**config.mk**
```make
export PLATFORM = sky130hd
export DESIGN_NAME = piso_shift_tx
export DESIGN_NICKNAME = d
export VERILOG_FILES = /design/src/rtl/piso_shift_tx_pkg.sv /design/src/rtl/piso_shift_tx.sv
export SDC_FILE = /design/constraint.sdc
export NUM_CORES = 1
export LEC_CHECK = 0
export CAP_MARGIN = 20
export CELL_PAD_IN_SITES_DETAIL_PLACEMENT = 2
export CELL_PAD_IN_SITES_GLOBAL_PLACEMENT = 2
export CORE_MARGIN = 8
export CORE_UTILIZATION = 30
export DETAILED_ROUTE_END_ITERATION = 6
export PLACE_DENSITY_LB_ADDON = 0.1
export SLEW_MARGIN = 25
export SYNTH_ARGS = -nofsm -noshare
export SYNTH_HDL_FRONTEND = slang
export SYNTH_SLANG_ARGS = --single-unit
```
**constraint.sdc**
```tcl
create_clock -name clk_i -period 2.61 [get_ports clk_i]
set_input_delay 0.522 -clock clk_i [delete_from_list [all_inputs] [get_ports clk_i]]
set_output_delay 0.522 -clock clk_i [all_outputs]
set_load 0.02 [all_outputs]
```
**src/rtl/piso_shift_tx_pkg.sv**
```systemverilog
// Shared definitions for the parallel-in/serial-out transmitter.
//   piso_state_e : frame sequencer states (IDLE, SETUP, HOLD, LATCH)
//   piso_frame_bits() : number of serial bits per frame, data plus optional parity
package piso_shift_tx_pkg;

   typedef enum logic [1:0] {
      ST_IDLE  = 2'd0,   // waiting for a word, din_ready high
      ST_SETUP = 2'd1,   // sdata valid, sclk low; next tick raises sclk
      ST_HOLD  = 2'd2,   // sclk high; next tick lowers it and advances
      ST_LATCH = 2'd3    // slatch high for one tick period
   } piso_state_e;

   // Bits on the wire for one frame.
   function automatic int piso_frame_bits(input int width, input bit parity_en);
      return parity_en ? width + 1 : width;
   endfunction

endpackage

```
**src/rtl/piso_shift_tx.sv**
```systemverilog
// Purpose   : serialise one parallel word onto sdata/sclk for a 74164/74595-style
//             receiver chain, then pulse slatch to transfer it to the outputs.
// Latency   : 2*N+1 tick periods from accept to done (N = WIDTH, or WIDTH+1 with parity).
// Backpres. : din_ready is high only in IDLE; din/din_valid are ignored mid-frame.
//
// Ports
//   clk_i        system clock, all state changes on its rising edge
//   rst_n_i      synchronous active-low reset
//   tick_i       bit-rate enable, one step of the frame sequencer per clk it is high
//   din_i        parallel word, captured on din_valid_i && din_ready_o
//   din_valid_i  din_i is presented
//   din_ready_o  high only while idle
//   sdata_o      serial data to receiver SER pin, only changes while sclk_o is low
//   sclk_o       shift clock, receiver samples sdata_o on its rise
//   slatch_o     storage-register latch strobe, high for one tick period
//   busy_o       frame in progress (accept edge through LATCH exit)
//   done_o       one-clk pulse when the frame completes
//
// Build option: define PISO_PARITY_EN to append one even-parity bit (^din of the
// accepted word) after the data bits; slatch then follows the parity bit.
module piso_shift_tx
   import piso_shift_tx_pkg::*;
#(
   parameter int WIDTH     = 8,
   parameter bit MSB_FIRST = 1'b1
) (
   input  logic             clk_i,
   input  logic             rst_n_i,
   input  logic             tick_i,
   input  logic [WIDTH-1:0] din_i,
   input  logic             din_valid_i,
   output logic             din_ready_o,
   output logic             sdata_o,
   output logic             sclk_o,
   output logic             slatch_o,
   output logic             busy_o,
   output logic             done_o
);

`ifdef PISO_PARITY_EN
   localparam bit PARITY_EN = 1'b1;
`else
   localparam bit PARITY_EN = 1'b0;
`endif

   localparam int NB = piso_frame_bits(WIDTH, PARITY_EN);
   localparam int CW = $clog2(WIDTH + 2);
   localparam logic [CW-1:0] LAST_BIT = CW'(NB - 1);

   piso_state_e      state_q;
   logic [NB-1:0]    shreg_q;
   logic [CW-1:0]    cnt_q;
   logic             sdata_q;
   logic             sclk_q;
   logic             slatch_q;
   logic             busy_q;
   logic             done_q;

   logic [WIDTH-1:0] din_ord;
   logic [NB-1:0]    frame_d;
   logic             accept;

   // Reorder the word so the first bit on the wire always sits at the top of the
   // shift register; the shifter then only ever moves left.
   for (genvar i = 0; i < WIDTH; i++) begin : g_ord
      assign din_ord[i] = MSB_FIRST ? din_i[i] : din_i[WIDTH-1-i];
   end

`ifdef PISO_PARITY_EN
   // Parity is taken from the word as accepted, so it rides out last.
   assign frame_d = {din_ord, ^din_i};
`else
   assign frame_d = din_ord;
`endif

   assign din_ready_o = (state_q == ST_IDLE);
   assign accept      = din_valid_i && din_ready_o;

   always_ff @(posedge clk_i) begin
      if (!rst_n_i) begin
         state_q  <= ST_IDLE;
         shreg_q  <= '0;
         cnt_q    <= '0;
         sdata_q  <= 1'b0;
         sclk_q   <= 1'b0;
         slatch_q <= 1'b0;
         busy_q   <= 1'b0;
         done_q   <= 1'b0;
      end else begin
         done_q <= 1'b0;
         case (state_q)
            ST_IDLE: begin
               // A tick coincident with the accept edge is deliberately not acted
               // on, which guarantees a full tick of setup before the first rise.
               if (accept) begin
                  shreg_q <= frame_d;
                  cnt_q   <= '0;
                  sdata_q <= frame_d[NB-1];
                  busy_q  <= 1'b1;
                  state_q <= ST_SETUP;
               end
            end
            ST_SETUP: begin
               if (tick_i) begin
                  sclk_q  <= 1'b1;
                  state_q <= ST_HOLD;
               end
            end
            ST_HOLD: begin
               if (tick_i) begin
                  sclk_q <= 1'b0;
                  if (cnt_q == LAST_BIT) begin
                     slatch_q <= 1'b1;
                     sdata_q  <= 1'b0;
                     state_q  <= ST_LATCH;
                  end else begin
                     // sdata moves on the same edge sclk falls, never while it is high.
                     shreg_q <= shreg_q << 1;
                     sdata_q <= shreg_q[NB-2];
                     cnt_q   <= cnt_q + CW'(1);
                     state_q <= ST_SETUP;
                  end
               end
            end
            ST_LATCH: begin
               if (tick_i) begin
                  slatch_q <= 1'b0;
                  busy_q   <= 1'b0;
                  done_q   <= 1'b1;
                  state_q  <= ST_IDLE;
               end
            end
            default: state_q <= ST_IDLE;
         endcase
      end
   end

   assign sdata_o  = sdata_q;
   assign sclk_o   = sclk_q;
   assign slatch_o = slatch_q;
   assign busy_o   = busy_q;
   assign done_o   = done_q;

endmodule

```
# Word level (Yosys, flattened, before mapping)
# Index checks and enable logic that the tools add are counted.
[classes] add_sub_neg=1 multipliers=0 div=0 magnitude_cmp=0 eq_ne=10 n_shift=0 muxes=27 n_bitwise=0 reduce_logical=13
[op_table] op="$mux W7" n=3
[op_table] op="$pmux W7 S2" n=1
[op_table] op="$mux W4" n=3
[op_table] op="$reduce_and A4 Y1" n=3
[op_table] op="$mux W2" n=5
[op_table] op="$ne A2 B2 Y1 const B" n=5
[op_table] op="$mux W1" n=9
[op_table] op="$reduce_and A3 Y1" n=3
[op_table] op="$pmux W1 S2" n=4
[op_table] op="$pmux W2 S4" n=1
[op_table] op="$pmux W4 S2" n=1
[op_table] op="$reduce_bool A2 Y1" n=4
[op_table] op="$add A4 B1 Y4 const B" n=1
[op_table] op="$eq A2 B2 Y1 const B" n=2
[op_table] op="$eq A4 B3 Y1 const B" n=1
[op_table] op="$eq A2 B1 Y1 const B" n=1
[op_table] op="$logic_not A2 Y1" n=1
[op_table] op="$ne A2 B1 Y1 const B" n=1
[op_table] op="$reduce_and A2 Y1" n=1
[op_table] op="$logic_and A1 B1 Y1" n=1
[totals] regBits=18 latch_bits=0 mem_bits_rw=0 romBits=0 output_inout_bits=6 word_cells=59 n_memories=0

# Longest topological paths before layout
[logic_depth] word_depth=4 ltp_mapped=6 ltp_nobuf=5

# Least setup slack after synthesis
# OpenSTA, ideal clock, no wires.
[synth_timing] path_kind="flip-flop to flip-flop" from="register cnt_q[0]" to="register shreg_q[5]" arrival_time_ns=1.518 required_time_ns=2.522 slack_ns=1.004 stages_incl_launch_ff=7 path_buffers=1 period_less_slack_ns=1.606 path_cell_list="dfxtp_1 ha_1 and3b_4 a221oi_4 buf_6 nor2_2 a311oi_2"
[synth_via] elab_chain_len=3
[synth_rtl] item="start: declaration" line="piso_shift_tx.sv:52" rtl="logic [CW-1:0] cnt_q;"
[synth_rtl] item="start signal: assignment" line="piso_shift_tx.sv:120" rtl="cnt_q <= cnt_q + CW'(1);"
[synth_rtl] item="$eq A4 B3 Y1" line="piso_shift_tx.sv:112" rtl="if (cnt_q == LAST_BIT) begin"
[synth_rtl] item="$ne A2 B2 Y1 (no line)"
[synth_rtl] item="$reduce_and A4 Y1 (no line)"
[synth_rtl] item="end signal: assignment" line="piso_shift_tx.sv:96" rtl="shreg_q <= frame_d;"
[synth_rtl] item="end signal: assignment" line="piso_shift_tx.sv:118" rtl="shreg_q <= shreg_q << 1;"
[synth_rtl] item="end: declaration" line="piso_shift_tx.sv:51" rtl="logic [NB-1:0] shreg_q;"
# No other way between the ends.
# A chain may end at the register's enable or synchronous reset.

# Worst setup path in the final report
[layout_timing] from="register state_q[1]" to="output din_ready_o"
[layout_via] elab_chain_len=1
[layout_rtl] item="start: declaration" line="piso_shift_tx.sv:50" rtl="piso_state_e state_q;"
[layout_rtl] item="start signal: assignment" line="piso_shift_tx.sv:81" rtl="state_q <= ST_IDLE;"
[layout_rtl] item="start signal: assignment" line="piso_shift_tx.sv:100" rtl="state_q <= ST_SETUP;"
[layout_rtl] item="start signal: assignment" line="piso_shift_tx.sv:106" rtl="state_q <= ST_HOLD;"
[layout_rtl] item="$logic_not A2 Y1" line="piso_shift_tx.sv:76" rtl="assign din_ready_o = (state_q == ST_IDLE);"
[layout_rtl] item="end: declaration" line="piso_shift_tx.sv:32" rtl="output logic din_ready_o,"
# No other way between the ends.

==> qor.txt <==
CLOCKING
-----------------------------------------------------------------------------------------------
CTS HTree Levels                                                                              1
Clock input transition at the sequential cells of the worst setup and hold paths         100 ps
Clock latency of the later-clocked register in the worst-skew pair                       290 ps
Buffers inserted during post-CTS setup optimization                                           0
CTS tree                                                                                   done
Clock buffer count from CTS                                                                   3
Number of hold buffers added after CTS                                                        0
CTS max path bufs                                                                             2
TritonCTS Sinks                                                                              18
Root Driver                                                                        sky130_fd_sc_hd__clkbuf_4
Total of cells resized after clock tree synthesis                                             0

POWER
-----------------------------------------------------------------------------------------------
Portion of total power attributed to the clock network                                    23.8%
Internal power contribution                                                           0.4077 mW
Gate power share                                                                          21.6%
Net switching power of the design                                                     0.1632 mW
Maximum resistive drop on vdd                                                          255.0 uV
Power per cell area                                                                537.4 nW/um^2
Sequential group share of total power                                                     54.7%
Switching part of the total power                                                        28.59%
Static Leak                                                                           0.3793 nW

ROUTE
-----------------------------------------------------------------------------------------------
Post-route antenna net violation count                                                        0
Drc violations                                                                                0
Wire length per cell after detailed routing                                            15.32 um
Via density                                                                               5.167
Initial drt markers                                                                          36
Total vias in the final route                                                               775
Post-Route WL                                                                          2.298 mm
Iteration count of the initial detailed-routing pass                                          3

SETUP PATH
-----------------------------------------------------------------------------------------------
Startpoint type of the worst setup path                                               flip-flop
Worst setup EP type                                                                  output pin
Arrival time worst endpoint                                                             1560 ps
Maximum fanout count along the critical path                                                 10
Category of the critical setup timing path                                         flip-flop to output pin
Data required time at the worst endpoint                                                2090 ps

STA
-----------------------------------------------------------------------------------------------
Shortest period the worst path allows                                                   2083 ps
Worst slew margin relative to its limit                                                  71.63%
Transition time at the pin with the least slew margin                                  425.5 ps
Final hold viol count                                                                         0
Skew final                                                                             5.562 ps
Achievable Freq                                                                       480.1 MHz
Setup violation total in the final timing report                                              0
Share of the clock period used by the worst path                                         79.81%
RSZ-0062 raised after global routing                                                         no
Final-report max-slew violation count                                                         0
Summed negative setup slack over all endpoints                                             0 ps
Final hold slack                                                                       479.5 ps

DIE
-----------------------------------------------------------------------------------------------
Floorplan Core Area                                                                   2710 um^2
Die boundary width                                                                     68.78 um
Vertical die dimension                                                                 68.78 um
Effective utilization at floorplan                                                       30.84%
Boundary Pins                                                                                18
Die Outline Area                                                                      4731 um^2
Row cnt                                                                                      19

GLOBAL ROUTING
-----------------------------------------------------------------------------------------------
GRT Resource Usage Total                                                                 10.99%
Final global-route overflow total                                                             0
Number of antenna violations at the first check in global routing                             0
Via count of the first global-routing pass                                                  853
First-pass GRT wire length                                                             3.857 mm
Maximum number of pins on one net before global-route repair                                 16

SYNTHESIS
-----------------------------------------------------------------------------------------------
Cell count after synthesis                                                                  100
Mean post-synth cell area                                                            8.358 um^2
Register bit count reported by yosys                                                         18
Most used DFF post-synth                                                           sky130_fd_sc_hd__dfxtp_1
Net count after synthesis                                                                   113
Total number of yosys warnings                                                                0
Asr flop ratio synth                                                                         0%
Number of flops mapped to enable cells by yosys                                               0
Number of unique standard cell types used by synthesis                                       32
Area of the mapped netlist                                                           835.8 um^2
Sequential share of the synthesized area                                                 43.11%

CELLS AND AREA
-----------------------------------------------------------------------------------------------
Synth-to-Final Area Change                                                               27.10%
Number of antenna repair diodes                                                               0
Layout cells sized above 1                                                               10.08%
Net count reported at finish                                                                134

MIN PATH
-----------------------------------------------------------------------------------------------
Type of the most critical hold path                                                flip-flop to flip-flop

PLACED DESIGN
-----------------------------------------------------------------------------------------------
HPWL after DPL                                                                         1.825 mm
Weighted congestion reported at the end of routability-driven placement                  0.7349
Number of input and output port buffers inserted                                             17

RUN STATUS
-----------------------------------------------------------------------------------------------
Outcome                                                                               completed

JOB
-----------------------------------------------------------------------------------------------
Maximum capacitance violations                                                                0

## per-layer routing
metal	vias up	part of all wire, %	global-route usage, %
li1	390	-	-
met1	373	47	12.12
met2	10	49	19.28
met3	2	3.4	2.746
met4	0	0.83	5.263
met5	-	0	0
## sequential cells by signal, indices dropped and copies added (netlist names)
name      cells
sdata_o       1
busy_o        1
slatch_o      1
cnt_q         4
state_q       2
done_o        1
shreg_q       7
sclk_o        1
## Yosys cell counts (2+ instances only)
master | number | area [um^2]
sky130_fd_sc_hd__a21oi_1 | 6 | 30.03
sky130_fd_sc_hd__nand2_1 | 23 | 86.33
sky130_fd_sc_hd__dfxtp_1 | 18 | 360.4
sky130_fd_sc_hd__inv_1 | 3 | 11.26
sky130_fd_sc_hd__o21a_1 | 2 | 15.01
sky130_fd_sc_hd__nor2_1 | 12 | 45.04
sky130_fd_sc_hd__nand3_1 | 4 | 20.02
sky130_fd_sc_hd__o21ai_0 | 4 | 20.02
sky130_fd_sc_hd__a311oi_1 | 5 | 43.79
## path summary, 6_finish.rpt
kind / startpoint / to / slack [ps] / depth (start not counted)
max: state_q[1]$_SDFFE_PN0P_ / din_ready_o / 530 / 2
min: shreg_q[0]$_SDFFE_PN0P_ / shreg_q[0]$_SDFFE_PN0P_ / 480 / 2
max reg2reg: cnt_q[0]$_SDFFE_PN0P_ / shreg_q[6]$_SDFFE_PN0P_ / 870 / 6
min reg2reg: shreg_q[0]$_SDFFE_PN0P_ / shreg_q[0]$_SDFFE_PN0P_ / 480 / 2
## final cells by class
type / count / area (um^2)
Multi-Input combinational cell: 74 / 432.9
Fill cell: 332 / 1648
Inverter: 4 / 15.01
Timing Repair Buffer: 20 / 192.7
Tap cell: 31 / 38.79
Sequential cell: 18 / 360.3
Clock buffer: 3 / 22.52
## kinds of logic after synthesis
group / Yosys count / synth area share, %
compound gates: 24 / 22.90
flops: 18 / 43.11
simple gates: 49 / 27.40
buf+inv: 8 / 5.089
fa+ha+maj: 1 / 1.497
## critical path, cell delays in order (launching register included)
cell and delay [ps]:
sky130_fd_sc_hd__dfxtp_1 430, sky130_fd_sc_hd__nor2_1 210, sky130_fd_sc_hd__clkdlybuf4s50_1 630
## stage by stage
stage	std cells	setup slack [ps]	util (%)	cell area, um^2	power [mW]
after CTS	150	511.2	39.20	1062	0.5825
after global placement	147	478.5	38.37	1040	0.4396
after detailed placement	147	390.9	38.37	1040	0.4445
after floorplan	100	1004	-	835.8	0.3903
after global routing	150	463.0	39.20	1062	0.6131
final	150	527.0	39.20	1062	0.5709
## power groups by stage
| stage | clock (mW) | sequential, mW | combinational [mW] |
|---|---|---|---|
| 2_1_floorplan | 0 | 0.319 | 0.0711 |
| 3_5_place_dp | 0 | 0.319 | 0.126 |
| 4_1_cts | 0.144 | 0.312 | 0.127 |
| 3_3_place_gp | 0 | 0.318 | 0.122 |
| 5_1_grt | 0.162 | 0.315 | 0.136 |
| 6_report | 0.136 | 0.312 | 0.123 |
## cell usage in the layout, fill, tap and decap left out, drive strengths merged
cell,count
nor3b,1
a21oi,6
and3b,1
and3,1
a221oi,2
ha,1
clkbuf,3
nand2,23
and2,1
o21a,2
nor2b,1
dfxtp,18
nand2b,1
nand3b,1
nand3,4
clkdlybuf4s50,17
nor3,1
buf,3
nor2,13
o21ai,4
a311oi,6
clkinv,1
nand4,1
o221a,1
inv,3
a31oi,1
a211oi,1
a21boi,1
No activity file was read; power rests on OpenSTA's default activity.
